### src/rtl/spi_rx_deserializer_pkg.sv
// Shared constants and state encoding for the SPI receive deserializer.
package spi_rx_deserializer_pkg;

   localparam int DATA_WIDTH_DEF = 32;

   // SPI mode 0, MSB first: sample MOSI on SCLK rising edge, SCLK idles low
   localparam bit CPOL      = 1'b0;
   localparam bit CPHA      = 1'b0;
   localparam bit MSB_FIRST = 1'b1;

   typedef enum logic [1:0] {
      WAIT_IDLE = 2'd0,
      IDLE      = 2'd1,
      SHIFT     = 2'd2
   } rx_state_t;

endpackage

### src/rtl/spi_rx_deserializer_sync.sv
// Synchronises SCLK/SS/MOSI into clk domain and produces a registered SCLK rising-edge strobe.
module spi_rx_sync #(
   parameter int SYNC_STAGES = 2
) (
   input  logic CLK,
   input  logic RST,
   input  logic SCLK,
   input  logic SS,
   input  logic MOSI,
   output logic ss_s,
   output logic mosi_s,
   output logic sclk_rise,
   output logic primed
);

   logic [SYNC_STAGES-1:0] sclk_q;
   logic [SYNC_STAGES-1:0] ss_q;
   logic [SYNC_STAGES-1:0] mosi_q;
   logic                   sclk_prev;
   logic [SYNC_STAGES:0]   prime_q;

   // ss_s/mosi_s get one extra flop so they stay aligned with the registered sclk_rise.
   // primed marks when ss_s reflects the pin rather than its reset value.
   always_ff @(posedge CLK or posedge RST) begin
      if (RST) begin
         sclk_q    <= '0;
         ss_q      <= '1;
         mosi_q    <= '0;
         sclk_prev <= 1'b0;
         sclk_rise <= 1'b0;
         ss_s      <= 1'b1;
         mosi_s    <= 1'b0;
         prime_q   <= '0;
      end else begin
         sclk_q    <= {sclk_q[SYNC_STAGES-2:0], SCLK};
         ss_q      <= {ss_q[SYNC_STAGES-2:0], SS};
         mosi_q    <= {mosi_q[SYNC_STAGES-2:0], MOSI};
         sclk_prev <= sclk_q[SYNC_STAGES-1];
         sclk_rise <= sclk_q[SYNC_STAGES-1] & ~sclk_prev;
         ss_s      <= ss_q[SYNC_STAGES-1];
         mosi_s    <= mosi_q[SYNC_STAGES-1];
         prime_q   <= {prime_q[SYNC_STAGES-1:0], 1'b1};
      end
   end

   assign primed = prime_q[SYNC_STAGES];

endmodule

### src/rtl/spi_rx_deserializer.sv
// SPI mode-0 receiver: oversampled deserialiser feeding a first-word fall-through FIFO.
//
// state     | meaning
// WAIT_IDLE | after reset; ignore SPI activity until SS seen high
// IDLE      | SS high, waiting for frame start
// SHIFT     | frame in progress, capturing bits on SCLK rise
module spi_rx_deserializer
   import spi_rx_deserializer_pkg::*;
#(
   parameter int DATA_WIDTH      = DATA_WIDTH_DEF,
   parameter int FIFO_DEPTH_LOG2 = 2,
   parameter int SYNC_STAGES     = 2
) (
   input  logic                       CLK,
   input  logic                       RST,
   input  logic                       SCLK,
   input  logic                       SS,
   input  logic                       MOSI,
   output logic [DATA_WIDTH-1:0]      rx_data,
   output logic                       rx_valid,
   input  logic                       rx_ready,
   output logic [FIFO_DEPTH_LOG2:0]   fifo_level,
   output logic                       busy,
   output logic                       overflow,
   output logic                       frame_err
);

   localparam int DEPTH = 1 << FIFO_DEPTH_LOG2;
   localparam int CNT_W = $clog2(DATA_WIDTH);

   logic ss_s, mosi_s, sclk_rise, primed;

   spi_rx_sync #(.SYNC_STAGES(SYNC_STAGES)) u_sync (
      .CLK       (CLK),
      .RST       (RST),
      .SCLK      (SCLK),
      .SS        (SS),
      .MOSI      (MOSI),
      .ss_s      (ss_s),
      .mosi_s    (mosi_s),
      .sclk_rise (sclk_rise),
      .primed    (primed)
   );

   rx_state_t             state;
   logic [CNT_W-1:0]      bit_cnt;
   logic [DATA_WIDTH-1:0] shift_q;
   logic [DATA_WIDTH-1:0] shift_next;
   logic                  word_done;

   // SS release has priority over a coincident SCLK edge
   always_comb begin
      shift_next = {shift_q[DATA_WIDTH-2:0], mosi_s};
      word_done  = (state == SHIFT) && !ss_s && sclk_rise && (bit_cnt == CNT_W'(DATA_WIDTH-1));
   end

   always_ff @(posedge CLK or posedge RST) begin
      if (RST) begin
         state     <= WAIT_IDLE;
         bit_cnt   <= '0;
         shift_q   <= '0;
         frame_err <= 1'b0;
      end else begin
         frame_err <= 1'b0;
         case (state)
            WAIT_IDLE: if (primed && ss_s) state <= IDLE;
            IDLE: begin
               if (!ss_s) begin
                  state   <= SHIFT;
                  bit_cnt <= '0;
               end
            end
            SHIFT: begin
               if (ss_s) begin
                  frame_err <= (bit_cnt != '0);
                  bit_cnt   <= '0;
                  state     <= IDLE;
               end else if (sclk_rise) begin
                  shift_q <= shift_next;
                  bit_cnt <= word_done ? '0 : bit_cnt + 1'b1;
               end
            end
            default: state <= WAIT_IDLE;
         endcase
      end
   end

   assign busy = (state == SHIFT);

   logic [DATA_WIDTH-1:0]    mem [DEPTH];
   logic [FIFO_DEPTH_LOG2:0] wr_ptr, rd_ptr;
   logic                     fifo_full, pop;

   assign fifo_level = wr_ptr - rd_ptr;
   assign fifo_full  = (fifo_level == (FIFO_DEPTH_LOG2+1)'(DEPTH));
   assign rx_valid   = (fifo_level != '0);
   assign rx_data    = mem[rd_ptr[FIFO_DEPTH_LOG2-1:0]];
   assign pop        = rx_valid && rx_ready;

   // When full, a simultaneous pop frees the slot the push lands in
   always_ff @(posedge CLK or posedge RST) begin
      if (RST) begin
         for (int i = 0; i < DEPTH; i++) mem[i] <= '0;
         wr_ptr   <= '0;
         rd_ptr   <= '0;
         overflow <= 1'b0;
      end else begin
         overflow <= 1'b0;
         if (word_done) begin
            if (!fifo_full || pop) begin
               mem[wr_ptr[FIFO_DEPTH_LOG2-1:0]] <= shift_next;
               wr_ptr <= wr_ptr + 1'b1;
            end else begin
               overflow <= 1'b1;
            end
         end
         if (pop) rd_ptr <= rd_ptr + 1'b1;
      end
   end

endmodule

### config.mk
export PLATFORM = sky130hd
export DESIGN_NAME = spi_rx_deserializer
export DESIGN_NICKNAME = d
export VERILOG_FILES = /design/src/rtl/spi_rx_deserializer_pkg.sv /design/src/rtl/spi_rx_deserializer_sync.sv /design/src/rtl/spi_rx_deserializer.sv
export SDC_FILE = /design/constraint.sdc
export NUM_CORES = 1
export LEC_CHECK = 0
export CAP_MARGIN = 15
export CORE_MARGIN = 3
export CORE_UTILIZATION = 54
export CTS_CLUSTER_DIAMETER = 40
export DETAILED_ROUTE_END_ITERATION = 8
export PLACE_DENSITY = 0.75
export SETUP_SLACK_MARGIN = 0.4
export SYNTH_ARGS = -nofsm -noshare
export SYNTH_HDL_FRONTEND = slang
export SYNTH_SLANG_ARGS = --single-unit
export TNS_END_PERCENT = 100
### constraint.sdc
create_clock -name CLK -period 6 [get_ports CLK]
set_input_delay 1.2 -clock CLK [delete_from_list [all_inputs] [get_ports CLK]]
set_output_delay 1.2 -clock CLK [all_outputs]
set_load 0.02 [all_outputs]
* After elaboration in Yosys (flattened, before gate mapping)
Index checks and enable logic that the tools add are counted.
** Cells by class
- Muxes and demuxes :: 19
- Reduce and logical (&&, ||, !) cells :: 17
- Equality and inequality tests :: 8
- Bitwise logic cells :: 5
- Magnitude comparators :: 3
- Add/sub/neg operators :: 4
** Operator list (count)
- 128-bit bitwise mux :: 1
- 32-bit two-way mux :: 3
- 32-bit binary-select mux with 2-bit select :: 1
- 32-bit demux with 2-bit select :: 1
- 5-bit two-way mux :: 4
- 5-bit one-hot mux with 2 select lines :: 1
- 3-bit AND reduction :: 3
- 3-bit by 1-bit adder with 3-bit output, second input constant :: 2
- 3-bit >= comparator, second input constant :: 2
- 1-bit logical AND :: 6
- 2-bit two-way mux :: 3
- 2-bit inverter with 3-bit output :: 2
- 2-bit one-hot mux with 3 select lines :: 1
- 5-bit by 1-bit adder with 5-bit output, second input constant :: 1
- 5-bit == test, second input constant :: 1
- 5-bit nonzero test :: 1
- 1-bit two-way mux :: 4
- 2-bit != test, second input constant :: 2
- 3-bit == test, second input constant :: 1
- 3-bit by 1-bit < comparator with 1-bit output, second input constant :: 1
- 3-bit by 1-bit != test with 1-bit output, second input constant :: 1
- 3-bit nonzero test :: 1
- 3-bit subtractor :: 1
- 2-bit by 1-bit == test with 1-bit output, second input constant :: 1
- other kinds (9) :: 11
** Storage, ports and cells
- Output and inout bits :: 39
- Bits of input ports :: 6
- Register bits after elaboration :: 187
- Logic and storage cells :: 75

* Depth between registers and ports, before layout
Gate-level depths: netlist of run 1.
- Word-level depth :: 8
- Gate-level depth with buffers :: 8
- Depth with buffers taken out :: 6

* By module
A second synthesis of run 1 with hierarchy kept.
** Unflattened totals
- Cell total of the unflattened synthesis :: 484
- Area, all modules :: 8433.1 µm²
** Modules (own cells, without submodules)
- spi_rx_deserializer :: sequential area each 4354.2 µm², cells an instance 468, area an instance 8082.8 µm², times used 1
- spi_rx_sync :: sequential area each 329.1 µm², cells an instance 16, area an instance 350.3 µm², times used 1

* Worst setup path after synthesis of run 1
Ideal clock, no wire load.
- Path kind :: register to output
- Start :: reg wr_ptr[0]
- End :: out rx_valid
- Arrival :: 1.716 ns
- Stages on the path, launching flop included :: 6
- Required time :: 4.800 ns
- Slack :: 3.084 ns
- Buffers on the path :: 0
- Cells stage by stage :: dfrtp_1 -> inv_1 -> ha_1 -> fa_1 -> xnor3_2 -> nand3_1
** On the way
- Word-level cells in the longest chain between the ends :: 2
** RTL lines
- start, declared :: line spi_rx_deserializer.sv:91 : logic [FIFO_DEPTH_LOG2:0] wr_ptr, rd_ptr;
- start signal, assigned :: line spi_rx_deserializer.sv:112 : wr_ptr <= wr_ptr + 1'b1;
- 3-bit subtractor :: line spi_rx_deserializer.sv:94 : assign fifo_level = wr_ptr - rd_ptr;
- 3-bit nonzero test :: line spi_rx_deserializer.sv:96 : assign rx_valid = (fifo_level != '0);
- end, declared :: line spi_rx_deserializer.sv:20 : output logic rx_valid,
Every way passes these cells.

* Final worst setup path of run 1
- Start :: reg wr_ptr[0]
- End :: out fifo_level[2]
** On the way
- Word-level cells in the longest chain between the ends :: 1
** RTL lines
- 3-bit subtractor :: line spi_rx_deserializer.sv:94
- end, declared :: line spi_rx_deserializer.sv:22 : output logic [FIFO_DEPTH_LOG2:0] fifo_level,
Every way passes these cells.

==> results of run 1 <==
[cell families after synthesis]
group                      share of synthesized area, %
DFF                                               57.03
other                                           0.04567
buffers and inverters                             3.215
xor gates and xnor gates                         0.7161
muxes                                             32.44
adders and majority gates                         2.072
and+or+nand+nor                                   1.935
AOI/OAI and AO/OA                                 2.545
[cell usage after synthesis (all sizes together)]
| library cell | count | share of area (%) |
|---|---|---|
| fa | 1 | 0.24 |
| nor2b | 5 | 0.38 |
| ha | 12 | 1.8 |
| mux4 | 32 | 8.8 |
| nand2 | 6 | 0.27 |
| nand4 | 1 | 0.076 |
| inv | 12 | 0.55 |
| or3b | 1 | 0.11 |
| and2 | 2 | 0.15 |
| o211ai | 4 | 1.0 |
| buf | 17 | 2.3 |
| mux2 | 162 | 24 |
| o311ai | 2 | 0.21 |
| a21oi | 1 | 0.061 |
| o21ai | 3 | 0.18 |
| a31o | 2 | 0.21 |
| o31ai | 1 | 0.091 |
| nor4b | 1 | 0.11 |
| nand3 | 2 | 0.12 |
| nor4 | 1 | 0.076 |
| dfrtp | 184 | 56 |
| a211oi | 1 | 0.091 |
| and4b | 1 | 0.14 |
| and3 | 2 | 0.15 |
| mux2i | 1 | 0.12 |
| clkbuf | 9 | 0.41 |
| dfstp | 3 | 0.96 |
| nand2b | 1 | 0.076 |
| conb | 1 | 0.046 |
| xnor3 | 1 | 0.29 |
| o41ai | 1 | 0.11 |
| a21boi | 2 | 0.18 |
| nand3b | 2 | 0.18 |
| a32o | 2 | 0.24 |
| nor2 | 2 | 0.091 |
| xnor2 | 4 | 0.43 |
| o21ba | 1 | 0.12 |
[per-stage QoR]
stage               utilization [%]  total power, mW  cells  instance area [um^2]  setup slack [ns]
finish                        64.25            3.195    727                  9444             2.034
global route                  64.25            3.334    727                  9444             1.903
CTS                           64.25            3.232    727                  9444             1.983
detailed placement            59.43            1.909    695                  8736             2.193
global placement              59.43            1.894    695                  8736             2.206
floorplan                         -            1.758    486                  8215             2.396
[metal layers]
layer	up-vias	GRT usage (%)	wire, um
li1	1866	-	-
met1	2263	26.67	6771
met2	66	31.62	7380
met3	17	3.957	411
met4	0	6.300	219
met5	-	0	0
[area by class of cell]
class / instances / area [um^2] / share of cell area, %
tap: 184 / 230.2 / 2.438
sequential: 187 / 4684 / 49.60
timing repair buffer: 51 / 505.5 / 5.352
inverter: 12 / 48.80 / 0.5167
multi-input combinational: 261 / 3267 / 34.59
clock inverter: 11 / 237.7 / 2.517
clock buffer: 21 / 470.5 / 4.981
[power by group through the flow]
| stage | Clock (mW) | Combinational, mW | Sequential (mW) |
|---|---|---|---|
| 3_5_place_dp | 0 | 0.554 | 1.36 |
| 6_report | 1.32 | 0.547 | 1.33 |
| 5_1_grt | 1.40 | 0.600 | 1.34 |
| 4_1_cts | 1.34 | 0.557 | 1.33 |
| 2_1_floorplan | 0 | 0.424 | 1.33 |
| 3_3_place_gp | 0 | 0.542 | 1.35 |
[worst max path at each step]
stage,startpoint,slack [ns],end
final,wr_ptr[0]$_DFFE_PP0P_,2.03,fifo_level[2]
after global routing,rd_ptr[0]$_DFFE_PP0P_,1.90,rx_data[30]
after CTS,rd_ptr[0]$_DFFE_PP0P_,1.98,rx_data[30]
after detailed placement,rx_ready,2.19,mem[105]$_DFFE_PP0P_
after global placement,rx_ready,2.21,mem[123]$_DFFE_PP0P_
after floorplan,RST,2.40,bit_cnt[0]$_DFFE_PP0P_
[sequential cells by signal, indices dropped and copies added, names as in the netlist]
register and cells:
mem 128, shift_q 31, bit_cnt 5, rd_ptr 3
u_sync.prime_q 3, wr_ptr 3, state 2, u_sync.mosi_q 2
u_sync.sclk_q 2, u_sync.ss_q 2, frame_err 1, overflow 1
u_sync.mosi_s 1, u_sync.sclk_prev 1, u_sync.sclk_rise 1, u_sync.ss_s 1
[worst max-delay path: cells and delay by family, from the launching register on]
kind                       cells  cell delay (ns)
DFF                            1             0.42
buffers and inverters          3             0.88
adders and majority gates      2             0.65
xor gates and xnor gates       1             0.39
==> metrics.txt, run 1 <==
status=finished, final reports clean; Clock Skews=0.008330 ns; most used cell, CP=inv_1; Clock H-tree levels=4; TritonCTS clock tree=built; worst hold path class=reg2reg; CTS max path bufs=2; worst path required time=4.80 ns; Pint=2.375 mW; DRT iter0 DRCs=225; vias per cell=5.794; grt ovf=0; num rows=44; PD cells=338.3 nW/um^2; cts repair resizes=0; hold path endpoint=u_sync.prime_q[2]$_DFF_PP0_; Total Routed Length=14.78 mm; most common cell after layout, fill and taps aside=dfrtp_1; clock sinks=187; NetSw=0.8204 mW; fmax=0.2522 GHz; synthesized cell area=8212 um^2; routability cong.=0.7268; fin crit share=66.10%; Netlist cell types=43; R2R Path Start=wr_ptr[0]$_DFFE_PP0P_; largest net degree at the start of global routing=188; Crit-path slowest cell=clkdlybuf4s50_1; first-pass GRT wire length=24.87 mm; First-pass DRT Iterations=4; unrepaired setup endpoints after global routing=false; layout cells sized above 1=44.94%; Die Span Y=129.3 um; max-slew violations=0; # DRC=0; initial antenna violation count=0; critical path type=reg2out; Slew headroom=34.79%; register share of total power=41.6%; die width=129.3 um; CORE AREA=14700 um^2; GRT Overall Usage=19.44%; min-delay src=u_sync.prime_q[1]$_DFF_PP0_; fin crit period=3.966 ns; CP Max Fanout=9; CP peak stage delay=0.62 ns; RR Endpoint=mem[105]$_DFFE_PP0P_; die area=16720 um^2; Post-CTS Setup Bufs=0; Worst-Margin Slew=0.9782 ns; wire length per cell=20.33 um; yosys warns=0; VDD IR max=259.9 uV; I/O pin count=45; Startpoint Class=flip-flop; Synth Register Bits=187; Hold Slack=0.3503 ns; number of diodes=0; CTS Hold Bufs=0; Hold Violations, Final=0; Num CTS Buffers=17; Final setup viols=0; max-cap violations=0; Pleak=4.650 nW; type of destination of the critical path=output port; vias in the first global route=4622; clock slew at reported path FFs=0.07 ns; arrival time at the worst endpoint=2.77 ns; R2R depth=7; clock latency at the later pin of the worst-skew pair=0.42 ns; Mapped Avg Cell Area=16.90 um^2; Cell Chain, Critical Path=inv_1 > ha_1 > fa_1 > xnor3_2 > inv_1 > clkdlybuf4s50_1; setup TNS=0 ns; hpwl dp=8.406 mm; Starting Density=55.86%; Hold Path Depth=0; P&R area growth vs syn=15.01%; clock group share of total power=41.2%; most frequent cells in the layout=dfrtp_1, mux2_2, clkdlybuf4s50_1; fillers=1024; DR vias=4212; Reg2Reg Setup Slack=2.55 ns; nets@finish=549; clk root buf=clkbuf_16; post-synthesis sequential area ratio=57.03%; sw frac=25.68%; synthesized netlist net count=505; Comb power frac=17.1%; IO buf count=44; Antenna Nets Post-Route=0; Mapped Cells=486
Note: power is estimated with default switching activity, not from simulation.
==> inputs of run 2 (changes only) <==
--- a/config.mk
+++ b/config.mk
@@ -7,10 +7,10 @@
 export LEC_CHECK = 0
 export CAP_MARGIN = 15
 export CORE_MARGIN = 3
-export CORE_UTILIZATION = 54
+export CORE_UTILIZATION = 55
 export CTS_CLUSTER_DIAMETER = 40
 export DETAILED_ROUTE_END_ITERATION = 8
-export PLACE_DENSITY = 0.75
+export PLACE_DENSITY = 0.73
 export SETUP_SLACK_MARGIN = 0.4
 export SYNTH_ARGS = -nofsm -noshare
 export SYNTH_HDL_FRONTEND = slang
==> constraint.sdc (replaced) <==
create_clock -name CLK -period 3.73 [get_ports CLK]
set_input_delay 0.746 -clock CLK [delete_from_list [all_inputs] [get_ports CLK]]
set_output_delay 0.746 -clock CLK [all_outputs]
set_load 0.02 [all_outputs]
==> run 2 against run 1 <==
  * Die area down 1.7%
  * Sequential power is 59% higher
  * Combinational power rose by 68%
  * Worst hold slack worse by 0.0031 ns
  * Clock skew hardly changed
  * Setup slack worse by 1.5 ns
  * Largest power group unchanged
  * Final cell count increased by 0.41%
  * Critical endpoint is now rx_data[11]
  * First-iteration DRC count up 8.9%
==> metrics.txt, run 2 (same netlist as run 1, synthesis figures left out) <==
status=finished, final reports clean; P&R area growth vs syn=14.11%; CP Max Fanout=34 (+25); initial antenna violation count=0 (unchanged); vias per cell=5.737 (-0.98%); Worst-Margin Slew=1.013 ns (+0.03435 ns); Clock H-tree levels=4 (unchanged); RR Endpoint=mem[15]$_DFFE_PP0P_; biggest regs=mem x128, shift_q x31, bit_cnt x5; launch point of the worst path=rd_ptr[0]$_DFFE_PP0P_; hold path endpoint=u_sync.sclk_q[1]$_DFF_PP0_; Reg2Reg Setup Slack=0.64 ns (-1.91 ns); IO buf count=44 (unchanged); grt ovf=0 (unchanged); Total Routed Length=14.26 mm (-3.6%); Clock Skews=0.008129 ns (-0.0002007 ns); Final Util=64.23% (about the same); TritonCTS clock tree=built; Num CTS Buffers=17 (unchanged); worst path required time=2.98 ns (-1.82 ns); worst hold path class=reg2reg; most common cell after layout, fill and taps aside=dfrtp_1; I/O pin count=45 (unchanged); GRT Overall Usage=19.16% (-0.28 points); clock latency at the later pin of the worst-skew pair=0.43 ns (about the same); clock slew at reported path FFs=0.06 ns (about the same); Pleak=4.626 nW (-0.50%); fin crit share=84.88%; number of diodes=0 (unchanged); Antenna Nets Post-Route=0 (unchanged); unrepaired setup endpoints after global routing=false; Most flops, register=mem; Startpoint Class=flip-flop; num rows=44 (unchanged); hpwl dp=8.104 mm (-3.6%); fmax=0.3159 GHz; largest net degree at the start of global routing=188 (unchanged); max-slew violations=0 (unchanged); Slew headroom=32.50% (-2.3 points); clock sinks=187 (unchanged); overall power=4.824 mW (+51%); setup TNS=0 ns (unchanged); PD cells=514.8 nW/um^2 (+52%); fin crit period=3.166 ns; routability cong.=0.7848 (+8.0%); DR vias=4188 (-0.57%); DRT iter0 DRCs=245 (+8.9%); CORE AREA=14590 um^2 (-0.75%); die width=128.2 um (-0.87%); Die Span Y=128.2 um (-0.87%); Final setup viols=0 (unchanged); vias in the first global route=4497 (-2.7%); clk root buf=clkbuf_16; max-cap violations=0 (unchanged); arrival time at the worst endpoint=2.42 ns (-0.35 ns); die area=16430 um^2 (-1.7%); VDD IR max=320.0 uV (+23%); Hold Violations, Final=0 (unchanged); nets@finish=552 (+0.55%); layout cells sized above 1=44.51% (-0.43 points); # DRC=0 (unchanged); Starting Density=56.29% (+0.42 points); critical path type=reg2out; CTS max path bufs=2 (unchanged); most frequent cells in the layout=dfrtp_1, mux2_2, clkdlybuf4s50_1; min-delay src=u_sync.sclk_q[0]$_DFF_PP0_; type of destination of the critical path=output port; First-pass DRT Iterations=6 (+2); first-pass GRT wire length=24.20 mm (-2.7%); R2R depth=7 (unchanged); R2R Path Start=wr_ptr[0]$_DFFE_PP0P_; wire length per cell=19.53 um (-4.0%); Largest register FFs=128 (unchanged); Hold Slack=0.3472 ns (-0.003122 ns); Hold Path Depth=0 (unchanged)
run 2: changes by cell type in the layout (fill, tap and decap cells not counted), sizes merged:
cell           previous run  this run
buf                       7        10
bufinv                    7         2
clkbuf                   21        26
clkdlybuf4s50            44        42
dlymetal6s2s              0         2
run 2: power by group:
part           switching [mW]  leakage (nW)  internal, mW
sequential             0.0409          2.57          2.08
combinational           0.543          1.76         0.378
clock                   0.709         0.294          1.07
total                    1.29          4.63          3.53
run 2: routing by layer:
layer  vias to the layer above  wire length (um)  GRT usage, %  share of wire (%)
met5                         -                 0             0                  0
met4                         0               186         7.303                1.3
met3                        16               374         3.917                2.6
met2                        53              6979         29.54                 49
met1                      2241              6715         27.12                 47
li1                       1878                 -             -                  -
run 2: critical path, stage by stage, from the launching register on:
cell and delay (ns):
dfrtp_2 0.37, buf_6 0.43, mux4_2 0.62, clkdlybuf4s50_1 0.57
run 2: cell type report:
type | instances | area (um^2)
Clock buffer | 26 | 509.2
Tap cell | 184 | 230.2
Clock inverter | 6 | 83.83
Fill cell | 1017 | 5219
Timing Repair Buffer | 54 | 549.3
Inverter | 12 | 48.80
Sequential cell | 187 | 4684
Multi-Input combinational cell | 261 | 3264
run 2: through the flow:
stage / setup WS [ns] / instance area [um^2] / instances
5_1_grt: 0.4280 / 9370 / 730
3_3_place_gp: 0.7546 / 8761 / 697
3_5_place_dp: 0.6705 / 8761 / 697
2_1_floorplan: 0.5800 / 8215 / 486
6_report: 0.5640 / 9370 / 730
4_1_cts: 0.4248 / 9365 / 730
run 2: worst max path at each step:
| stage | endpoint | slack (ns) | cells past startpoint |
|---|---|---|---|
| global route | rx_data[31] | 0.43 | 3 |
| global placement | mem[16]$_DFFE_PP0P_ | 0.75 | 5 |
| CTS | rx_valid | 0.42 | 6 |
| floorplan | bit_cnt[0]$_DFFE_PP0P_ | 0.58 | 1 |
| detailed placement | mem[15]$_DFFE_PP0P_ | 0.67 | 7 |
| finish | rx_data[11] | 0.56 | 3 |
run 2: what timing repair did:
item | in CTS | in global routing
gates resized for setup | 1 | 2
setup buffers | 1 | 0
hold buffers | 0 | 0
setup endpoints to repair | 30 | 2
==> inputs of run 3 (changes only) <==
==> constraint.sdc (replaced) <==
create_clock -name CLK -period 3.25 [get_ports CLK]
set_input_delay 0.65 -clock CLK [delete_from_list [all_inputs] [get_ports CLK]]
set_output_delay 0.65 -clock CLK [all_outputs]
set_load 0.02 [all_outputs]
==> run 3 against run 2 <==
  * Register-to-register slack about the same
  * Die area unchanged
  * Power up 19%
  * Sequential share of layout area down 1.1 points
  * Sequential power up 16%
  * Clock skew about the same
  * Global-route usage about the same
==> metrics.txt, run 3 (same netlist as run 1, synthesis figures left out) <==
Die Span Y=128.2 um (unchanged); setup TNS=0 ns (unchanged); Startpoint Class=flip-flop; Clock H-tree levels=4 (unchanged); TritonCTS clock tree=built; clock latency at the later pin of the worst-skew pair=0.43 ns (about the same); PD cells=597.9 nW/um^2 (+16%); hold path endpoint=u_sync.sclk_q[1]$_DFF_PP0_; unrepaired setup endpoints after global routing=true; number of diodes=0 (unchanged); worst hold path class=reg2reg; Top Family by Delay on Critical Path=buffers and inverters; VDD IR max=400.6 uV (+25%); clk root buf=clkbuf_16; largest net degree at the start of global routing=167 (-11%); I/O pin count=45 (unchanged); CTS Hold Bufs=0 (unchanged); Largest register FFs=128 (unchanged); Starting Density=56.29% (unchanged); R2R Path Start=wr_ptr[0]$_DFFE_PP0P_; RR Endpoint=mem[3]$_DFFE_PP0P_; biggest regs=mem x128, shift_q x31, bit_cnt x5; Hold Violations, Final=0 (unchanged); final setup margin=0.3758 ns (-0.1882 ns); most common cell after layout, fill and taps aside=dfrtp_1; DRT iter0 DRCs=230 (-6.1%); Antenna Nets Post-Route=0 (unchanged); layout cells sized above 1=46.20% (+1.7 points); CORE AREA=14590 um^2 (unchanged); IO buf count=44 (unchanged); CP peak stage delay=0.57 ns (-0.05 ns); max-slew violations=0 (unchanged); vias in the first global route=4624 (+2.8%); vias per cell=5.772 (+0.61%); Most flops, register=mem; num rows=44 (unchanged); hpwl dp=8.363 mm (+3.2%); CP Max Fanout=17 (-50%); Reg2Reg Setup Slack=0.64 ns (about the same); nets@finish=559 (+1.3%); critical path type=reg2out; Crit-path slowest cell=clkdlybuf4s50_1; CP Buf/Inv Count=2 (unchanged); Final setup viols=0 (unchanged); R2R depth=8 (+1); DR vias=4248 (+1.4%); Total Routed Length=14.74 mm (+3.4%); arrival time at the worst endpoint=2.22 ns (-0.20 ns); worst path required time=2.60 ns (-0.38 ns); Cell Chain, Critical Path=buf_16 > mux4_2 > clkdlybuf4s50_1; First-pass DRT Iterations=4 (-2); type of destination of the critical path=output port; max-cap violations=0 (unchanged); GRT Overall Usage=19.12% (-0.036 points); Worst-Margin Slew=0.8675 ns (-0.1450 ns); Hold Path Depth=0 (unchanged); Clock Skews=0.007996 ns (-0.0001330 ns); wire length per cell=20.03 um (+2.6%); fmax=0.3479 GHz; die width=128.2 um (unchanged); most frequent cells in the layout=dfrtp_1, mux2_2, mux4_2; CTS max path bufs=2 (unchanged); P&R area growth vs syn=16.79%; first-pass GRT wire length=24.29 mm (+0.37%); clock sinks=187 (unchanged); grt ovf=0 (unchanged); status=finished, final reports clean; # DRC=0 (unchanged); initial antenna violation count=0 (unchanged); Num CTS Buffers=17 (unchanged); fin crit period=2.874 ns; routability cong.=0.8388 (+6.9%); Pleak=5.275 nW (+14%); fin crit share=88.44%; clock slew at reported path FFs=0.07 ns (about the same); Setup WS pre-CTS=0.3331 ns (-0.3374 ns); die area=16430 um^2 (unchanged); Slew headroom=42.17% (+9.7 points); min-delay src=u_sync.sclk_q[0]$_DFF_PP0_
## run 3: changes by cell type in the layout (fill, tap and decap cells not counted), moves of 2 or more
cell	previous run	this run
buf_4	7	9
clkdlybuf4s50_1	42	10
clkbuf_1	4	0
clkbuf_8	5	2
buf_12	2	5
clkinvlp_4	1	4
dlymetal6s2s_1	2	31
bufinv_16	2	4
## run 3: repair_timing
item | 4_1_cts | 5_1_grt
endpoints found under the setup margin | 35 | 163
cloned | 0 | 1
endpoints found under the hold margin | 0 | 0
pin swaps | 0 | 1
gates resized for setup | 6 | 35
setup buffers | 1 | 6
## run 3: area by class of cell
class,instances,area [um^2]
Timing Repair Buffer,61,738.2
Tap cell,184,230.2
Clock inverter,12,171.4
Fill cell,1010,4999
Sequential cell,187,4684
Clock buffer,19,452.9
Multi-Input combinational cell,261,3264
Inverter,12,48.80
## run 3: metrics by stage
stage / power (mW) / util (%) / hold slack (ns) / area, um^2 / instances
global route: 5.986 / 65.74 / 0.3557 / 9590 / 736
CTS: 5.717 / 64.74 / 0.3524 / 9445 / 729
global placement: 3.507 / 60.39 / 0.3342 / 8811 / 697
detailed placement: 3.543 / 60.39 / 0.3372 / 8811 / 697
floorplan: 3.246 / - / 0.3312 / 8215 / 486
finish: 5.734 / 65.74 / 0.3494 / 9590 / 736
## run 3: worst max-delay path by stage
stage	startpoint	to	slack (ns)	cells past startpoint
floorplan	RST	bit_cnt[0]$_DFFE_PP0P_	0.20	1
global placement	wr_ptr[0]$_DFFE_PP0P_	rx_valid	0.39	6
detailed placement	wr_ptr[0]$_DFFE_PP0P_	rx_valid	0.33	6
CTS	rd_ptr[0]$_DFFE_PP0P_	rx_data[11]	0.28	3
global route	rd_ptr[0]$_DFFE_PP0P_	rx_data[30]	0.29	3
finish	rd_ptr[0]$_DFFE_PP0P_	rx_data[30]	0.38	3
## run 3: power by group
group	total (mW)	switching [mW]	internal [mW]
registers	2.45	0.0619	2.39
logic	1.12	0.634	0.487
clock network	2.17	0.847	1.32
total	5.73	1.54	4.19
## run 3: metal layers
layer | wire [um] | share of wire [%] | GRT usage, %
met1 | 6584 | 45 | 25.67
met2 | 7505 | 51 | 30.98
met3 | 413 | 2.8 | 4.167
met4 | 239 | 1.6 | 6.991
met5 | 0 | 0 | 0
